[config.mk]
export PLATFORM = sky130hd
export DESIGN_NAME = char_draw_sequencer
export DESIGN_NICKNAME = d
export VERILOG_FILES = /design/src/rtl/char_seq_pkg.sv /design/src/rtl/glyph_row_shifter.sv /design/src/rtl/char_draw_sequencer.sv
export SDC_FILE = /design/constraint.sdc
export NUM_CORES = 1
export LEC_CHECK = 0
export CAP_MARGIN = 20
export CORE_ASPECT_RATIO = 1.5
export CORE_MARGIN = 1.5
export CORE_UTILIZATION = 45
export DETAILED_ROUTE_END_ITERATION = 7
export PLACE_DENSITY = 0.72
export SYNTH_ARGS = -nofsm -noshare
export SYNTH_HDL_FRONTEND = slang
export SYNTH_SLANG_ARGS = --single-unit
[constraint.sdc]
create_clock -name clock -period 7.4 [get_ports clock]
set_input_delay 1.48 -clock clock [delete_from_list [all_inputs] [get_ports clock]]
set_output_delay 1.48 -clock clock [all_outputs]
set_load 0.02 [all_outputs]
[src/rtl/char_seq_pkg.sv]
// Shared types and constants for the character draw sequencer.
package char_seq_pkg;

  localparam int CHAR_WIDTH_DEF  = 20;
  localparam int CHAR_HEIGHT_DEF = 20;
  localparam int FONT_ADDR_W_DEF = 13;
  localparam int X_W             = 10;
  localparam int Y_W             = 9;
  // Row/column counters; covers the full legal 1..32 glyph range.
  localparam int CNT_W           = 5;

  typedef enum logic [2:0] {
    S_IDLE  = 3'd0,
    S_FETCH = 3'd1,
    S_LOAD  = 3'd2,
    S_PIXEL = 3'd3,
    S_DONE  = 3'd4
  } state_e;

  typedef struct packed {
    logic [X_W-1:0] x_base;
    logic [Y_W-1:0] y_base;
  } glyph_pos_t;

endpackage

[src/rtl/glyph_row_shifter.sv]
// Load/shift register holding one glyph row bitmap; MSB is the current pixel.
module glyph_row_shifter #(
  parameter int W = 20
) (
  input  logic         clock,
  input  logic         resetn,
  input  logic         load,
  input  logic         shift,
  input  logic [W-1:0] din,
  output logic         msb
);

  logic [W-1:0] sr_q, sr_d;

  always_comb begin
    sr_d = sr_q;
    if (load)       sr_d = din;
    else if (shift) sr_d = {sr_q[W-2:0], 1'b0};
  end

  always_ff @(posedge clock or negedge resetn) begin
    if (!resetn) sr_q <= '0;
    else         sr_q <= sr_d;
  end

  assign msb = sr_q[W-1];

endmodule

[src/rtl/char_draw_sequencer.sv]
// Per-character draw controller: fetches glyph rows from the font ROM and
// serialises them into pixel writes. Row-sync checking: CHAR_SEQ_SYNC_CHECK_EN.
module char_draw_sequencer
  import char_seq_pkg::*;
#(
  parameter int CHAR_WIDTH  = CHAR_WIDTH_DEF,
  parameter int CHAR_HEIGHT = CHAR_HEIGHT_DEF,
  parameter int FONT_ADDR_W = FONT_ADDR_W_DEF
) (
  input  logic                   clock,
  input  logic                   resetn,
  input  logic                   draw_req,
  input  logic [7:0]             char_code,
  input  logic [X_W-1:0]         x_base,
  input  logic [Y_W-1:0]         y_base,
  input  logic [CHAR_WIDTH-1:0]  font_data,
  input  logic                   row_done,
  output logic [FONT_ADDR_W-1:0] font_addr,
  output logic                   row_start,
  output logic                   pix_we,
  output logic                   pix_on,
  output logic [X_W-1:0]         pix_x,
  output logic [Y_W-1:0]         pix_y,
  output logic                   ready,
  output logic                   done,
  output logic                   err
);

  localparam logic [CNT_W-1:0]       LAST_COL = CNT_W'(CHAR_WIDTH - 1);
  localparam logic [CNT_W-1:0]       LAST_ROW = CNT_W'(CHAR_HEIGHT - 1);
  localparam logic [FONT_ADDR_W-1:0] H_MUL    = FONT_ADDR_W'(CHAR_HEIGHT);

  state_e                 state_q, state_d;
  glyph_pos_t             pos_q, pos_d;
  logic [CNT_W-1:0]       row_q, row_d;
  logic [CNT_W-1:0]       col_q, col_d;
  logic [FONT_ADDR_W-1:0] addr_q, addr_d;
  logic [X_W-1:0]         pix_x_q, pix_x_d;
  logic [Y_W-1:0]         pix_y_q, pix_y_d;
  logic                   pix_we_q, pix_we_d;
  logic                   row_start_q, row_start_d;
  logic                   done_q, done_d;
  logic                   ready_q, ready_d;
  logic                   last_col, last_row;
  logic                   row_msb;

  assign last_col = (col_q == LAST_COL);
  assign last_row = (row_q == LAST_ROW);

  always_comb begin
    state_d = state_q;
    pos_d   = pos_q;
    row_d   = row_q;
    col_d   = col_q;
    addr_d  = addr_q;
    pix_x_d = pix_x_q;
    pix_y_d = pix_y_q;
    case (state_q)
      S_IDLE: begin
        if (draw_req) begin
          pos_d   = '{x_base: x_base, y_base: y_base};
          row_d   = '0;
          col_d   = '0;
          addr_d  = FONT_ADDR_W'(char_code) * H_MUL;
          state_d = S_FETCH;
        end
      end
      S_FETCH: state_d = S_LOAD;
      S_LOAD: begin
        col_d   = '0;
        state_d = S_PIXEL;
      end
      S_PIXEL: begin
        if (last_col) begin
          col_d = '0;
          if (last_row) begin
            state_d = S_DONE;
          end else begin
            // Next row's address lands in the register as FETCH begins.
            row_d   = row_q + CNT_W'(1);
            addr_d  = addr_q + FONT_ADDR_W'(1);
            state_d = S_FETCH;
          end
        end else begin
          col_d = col_q + CNT_W'(1);
        end
      end
      S_DONE:  state_d = S_IDLE;
      default: state_d = S_IDLE;
    endcase

    // All strobes are registered copies of the next-state decode.
    pix_we_d    = (state_d == S_PIXEL);
    row_start_d = (state_d == S_LOAD);
    done_d      = (state_d == S_DONE);
    ready_d     = (state_d == S_IDLE);
    if (pix_we_d) begin
      pix_x_d = pos_d.x_base + X_W'(col_d);
      pix_y_d = pos_d.y_base + Y_W'(row_d);
    end
  end

  always_ff @(posedge clock or negedge resetn) begin
    if (!resetn) begin
      state_q     <= S_IDLE;
      pos_q       <= '0;
      row_q       <= '0;
      col_q       <= '0;
      addr_q      <= '0;
      pix_x_q     <= '0;
      pix_y_q     <= '0;
      pix_we_q    <= 1'b0;
      row_start_q <= 1'b0;
      done_q      <= 1'b0;
      ready_q     <= 1'b1;
    end else begin
      state_q     <= state_d;
      pos_q       <= pos_d;
      row_q       <= row_d;
      col_q       <= col_d;
      addr_q      <= addr_d;
      pix_x_q     <= pix_x_d;
      pix_y_q     <= pix_y_d;
      pix_we_q    <= pix_we_d;
      row_start_q <= row_start_d;
      done_q      <= done_d;
      ready_q     <= ready_d;
    end
  end

  glyph_row_shifter #(.W(CHAR_WIDTH)) u_shifter (
    .clock  (clock),
    .resetn (resetn),
    .load   (state_q == S_LOAD),
    .shift  (state_q == S_PIXEL),
    .din    (font_data),
    .msb    (row_msb)
  );

`ifdef CHAR_SEQ_SYNC_CHECK_EN
  logic err_q, err_d;

  // The row counter must finish exactly on the last pixel of each row.
  always_comb begin
    err_d = err_q;
    if (state_q == S_PIXEL && (row_done != last_col)) err_d = 1'b1;
  end

  always_ff @(posedge clock or negedge resetn) begin
    if (!resetn) err_q <= 1'b0;
    else         err_q <= err_d;
  end

  assign err = err_q;
`else
  logic unused_row_done;
  assign unused_row_done = row_done;
  assign err = 1'b0;
`endif

  assign font_addr = addr_q;
  assign row_start = row_start_q;
  assign pix_we    = pix_we_q;
  assign pix_on    = pix_we_q & row_msb;
  assign pix_x     = pix_x_q;
  assign pix_y     = pix_y_q;
  assign ready     = ready_q;
  assign done      = done_q;

endmodule

; ---- Yosys cells after proc, flatten, opt, wreduce, memory -nomap -nowiden
; Index checks and enable logic that the tools add are counted.
[totals]
regBits = 88
word_cells = 55
output_inout_bits = 38
[op_classes]
n_bitwise = 1
mul = 1
reduce_logical = 5
eq_ne = 11
n_mux = 19
n_addsub = 5
[ops]
columns = cell, count
row1 = two-way mux 20 bit, 2
row2 = two-way mux 13 bit, 3
row3 = two-way mux 19 bit, 2
row4 = one-hot mux 13 bit (2 select lines), 1
row5 = two-way mux 5 bit, 5
row6 = one-hot mux 5 bit (3 select lines), 1
row7 = adder 13 x 1 -> 13 bit (second input constant), 1
row8 = == test 3 x 2 -> 1 bit (second input constant), 4
row9 = one-hot mux 3 bit (4 select lines), 1
row10 = multiplier 8 x 3 -> 11 bit (second input constant), 1
row11 = adder 10 x 5 -> 10 bit, 1
row12 = adder 5 x 1 -> 5 bit (second input constant), 2
row13 = == test 5 bit (second input constant), 2
row14 = one-hot mux 5 bit (2 select lines), 1
row15 = adder 9 x 5 -> 9 bit, 1
row16 = two-way mux 3 bit, 3
row17 = logical NOT 3 bit, 2
row18 = inequality test 2 bit (second input constant), 3
row19 = AND reduction 4 bit, 1
row20 = nonzero test 2 bit, 2
row21 = == test 3 x 1 -> 1 bit (second input constant), 1
row22 = == test 3 bit (second input constant), 1
row23 = AND 1 bit, 1

; ---- Longest topological paths before layout
[depth]
depth_word = 5
mapped_depth = 15

; ---- Hierarchy
; A second synthesis with hierarchy kept.
[unflattened]
hier_cells = 463
hier_area_um2 = 4773.3
[by_module_without_submodules]
columns = module, cells_per_inst, area_each_um2, n_inst
row1 = char_draw_sequencer, 377, 3849.9, 1
row2 = glyph_row_shifter, 86, 923.4, 1

; ---- Worst setup path after synthesis
; OpenSTA, ideal clock, no wires.
[synth_timing]
kind = input to register
from = in draw_req
to = reg pix_x_q[6], in the netlist pix_x[6]
cell_stages = 10
n_path_buf = 2
arrival_ps = 3959
setup_ps = 95
slack_ps = 3346
cell_sequence = nor4b_4 -> buf_6 -> buf_2 -> mux2_2 -> ha_1 -> fa_1 -> a21oi_1 -> o21ai_0 -> and3_1 -> o31ai_1
[synth_rtl]
columns = item, line_no
row1 = from (decl), char_draw_sequencer.sv:12  ; input logic draw_req,
row2 = to (signal assigned), char_draw_sequencer.sv:122  ; pix_x_q <= pix_x_d;
row3 = to (decl), char_draw_sequencer.sv:38  ; logic [X_W-1:0] pix_x_q, pix_x_d;

==> flow_summary_export.csv <==
group,metric,value,unit
status,outcome,"finished clean",
synthesis,synth_edf_count,0,
cells_and_area,drive_gt1_frac,0.0891,
route,ant_nets,0,
cts,cts_resized,0,
global_route,grt_pass1_wl,17400,um
cts,clock-sinks,88,
synthesis,syn_area,4720,sq um
cts,root_buffer,"clkbuf_16",
route,viasPerCell,5.60,
sta,rsz0062_at_grt,"no",
worst_setup_path,rr_endpoint,"pix_x[9]",
placed_design,place_area,5640,sq um
cts,htreeDepth,3,
global_route,antenna_found_initial,0,
power_and_ir_drop,p_leak,2.67,nW
route,drt_iter0_markers,171,
synthesis,synth_common_cells,"dfrtp_1 (87), nand2_1 (65), o21ai_0 (57)",
cells_and_area,num-nets-final,625,
worst_setup_path,cp_max_fo,26,
synthesis,async_flop_share,1.00,
cts,cts_buffers,9,
synthesis,avgSynthCellArea,10.1,sq um
cells_and_area,areaGrowthSynthToFinish,26.7,%
flow_run,cap_violations,0,
sta,setup_viol,0,
synthesis,yosys_warnings,0,
synthesis,ys_ff_latch,88,
route,wl_per_cell,15.7,um
worst_setup_path,path_class,"in2reg",
cts,clkLatencyLatePin,340,ps
power_and_ir_drop,p_per_area,355,nW/um^2
route,drt_wl_total,10400,um
synthesis,synth_cell_types,54,
worst_setup_path,worstPathArrival,4610,ps
placed_design,place_inst,651,
worst_setup_path,path_cells,"clkdlybuf4s50_1, nor4b_4, buf_4, mux2_2, ha_1, fa_1, a21oi_1, o21ai_0, and3_1, o31ai_1",
synthesis,synth_top_flop_cell,"dfrtp_1",
floorplanning,core.rowCount,45,
synthesis,synth_area_leader_cell,"dfrtp_1",
cts,cts_hold_buf,0,
global_route,grt_remaining_overflow,0,
floorplanning,start_util,0.465,
sta,min_period,4370,ps
synthesis,synth.area.top_cells,"dfrtp_1 (46%), ha_1 (6.6%), o21ai_0 (6.0%), nand2_1 (5.2%), mux2i_1 (4.9%)",
sta,slew-limit-headroom,0.341,
sta,tns,0,ps
worst_setup_path,critical_path.max_stage_delay,530,ps
cts,cts_tree,"built",
floorplanning,pin_count,89,
worst_setup_path,critPathLaunchType,"primary input",
hold_path,hold_path.class,"reg2reg",
floorplanning,dieWidth,86.6,um
worst_setup_path,critical_path.startpoint,"draw_req",
sta,finalCritPeriodShare,0.590,
synthesis,synth_top_area_frac,0.462,
synthesis,syn_inst,465,
floorplanning,die-area,11100,sq um
global_route,grt_pass1_vias,3740,
placed_design,portBuffers,86,
worst_setup_path,critPathCapture,"pix_x[6]",
cts,clk_pin_slew,60,ps
worst_setup_path,end_kind,"flip-flop",
sta,tightest_slew,988,ps
global_route,grt_max_degree,89,
synthesis,synth_fp_nets,544,
route,drc_errors,0,
worst_setup_path,r2r-start,"state_q[1]",
placed_design,post-dp-hpwl,7560,um
worst_setup_path,regToRegSetupSlack,3900,ps
synthesis,yosysMostFrequentCell,"dfrtp_1",
sta,skew,7.04,ps
route,first_pass_iters,4,
route,vias,3734,
cells_and_area,stdcell_count,667,
worst_setup_path,cpMaxStageDelayCell,"clkdlybuf4s50_1",
placed_design,routabilityCongestion,0.894,
power_and_ir_drop,power,2.12,mW
cts,cts_setup_buffers,0,
worst_setup_path,r2r_cells,9,
cells_and_area,design_area,5970,sq um
worst_setup_path,critical_path_required,7640,ps
synthesis,synth.yosys.seq_area_share,0.467,
global_route,track_usage,0.200,
sta,hold_violations,0,
sta,max_freq,229,MHz
power_and_ir_drop,vdd_drop_max,0.000249,V
floorplanning,core,10100,sq um
cts,cts_buffer_depth,2,
sta,slew_violations,0,
cells_and_area,antenna_cells,0,
floorplanning,die_y,128,um
layout make-up:
type | count | area, sq um
fillers | 881 | 4160
clock inverters | 2 | 37.5
well taps | 117 | 146
flip-flops and latches | 88 | 2200
repair buffers | 91 | 916
clock buffers | 13 | 270
multi-input cells | 346 | 2360
inverters | 10 | 37.5
layer usage:
metal / wire [um] / vias to the layer above / part of all wire / track usage
met2: 5390 / 97 / 0.52 / 0.343
met5: 0 / - / 0 / 0
met3: 559 / 15 / 0.054 / 0.0436
met4: 159 / 0 / 0.015 / 0.0892
li1: - / 1832 / - / -
met1: 4330 / 1790 / 0.41 / 0.239
sequential cells by signal, indices dropped and copies added (netlist names):
signal / count
col_q: 5
done: 1
font_addr: 13
pix_we: 1
pix_x: 10
pix_y: 9
pos_q: 19
ready: 1
row_q: 5
row_start: 1
state_q: 3
u_shifter.sr_q: 20
critical path, delay by kind of cell:
family                   cells  cell delay, ps
AO/OA/AOI/OAI                3             680
adder cells (fa/ha/maj)      2             650
buffers and inverters        2             910
multiplexers                 1             400
AND/OR/NAND/NOR              2             480
logic make-up after synthesis:
| kind of cell | share of synthesized area |
|---|---|
| other | 0.000795 |
| XOR/XNOR | 0.0279 |
| multiplexers | 0.0950 |
| adder cells (fa/ha/maj) | 0.0790 |
| AND/OR/NAND/NOR | 0.127 |
| buffers and inverters | 0.0318 |
| AO/OA/AOI/OAI | 0.172 |
| flip-flops | 0.467 |
placed cells by master, fill, tap and decap left out, types with 6 or more instances in the layout:
cell type and n:
a21o_1 9, nor2_1 18, inv_1 10, o21ai_0 57
mux2i_1 23, nand2_1 65, nand3_1 6, clkdlybuf4s50_1 85
a21oi_1 25, dfrtp_1 87, ha_1 25, nand4_1 7
clkbuf_16 9, o22ai_1 6, mux2_2 18, a31oi_1 6
xor2_1 9, xnor2_1 6
worst min-delay path by stage:
stage / slack (ps) / cells past startpoint / from / to
2_1_floorplan: 440 / 2 / u_shifter.sr_q[19] / u_shifter.sr_q[19]
3_3_place_gp: 460 / 2 / u_shifter.sr_q[19] / u_shifter.sr_q[19]
3_5_place_dp: 470 / 2 / pix_x[0] / pix_x[0]
4_1_cts: 480 / 2 / pix_x[0] / pix_x[0]
5_1_grt: 500 / 2 / pix_x[6] / pix_x[6]
6_report: 480 / 2 / pix_x[0] / pix_x[0]
through the flow:
step           setup slack, ps   util  hold slack [ps]
2_1_floorplan             3350      -              442
3_3_place_gp              2740  0.556              462
3_5_place_dp              2670  0.556              468
4_1_cts                   3030  0.587              484
5_1_grt                   2790  0.590              500
6_report                  3030  0.590              476
power by group:
part           switching, mW  internal (mW)
logic                  0.490          0.409
registers              0.119          0.641
clock network          0.175          0.287
total                  0.784           1.34
Note: power is estimated with default switching activity, not from simulation.
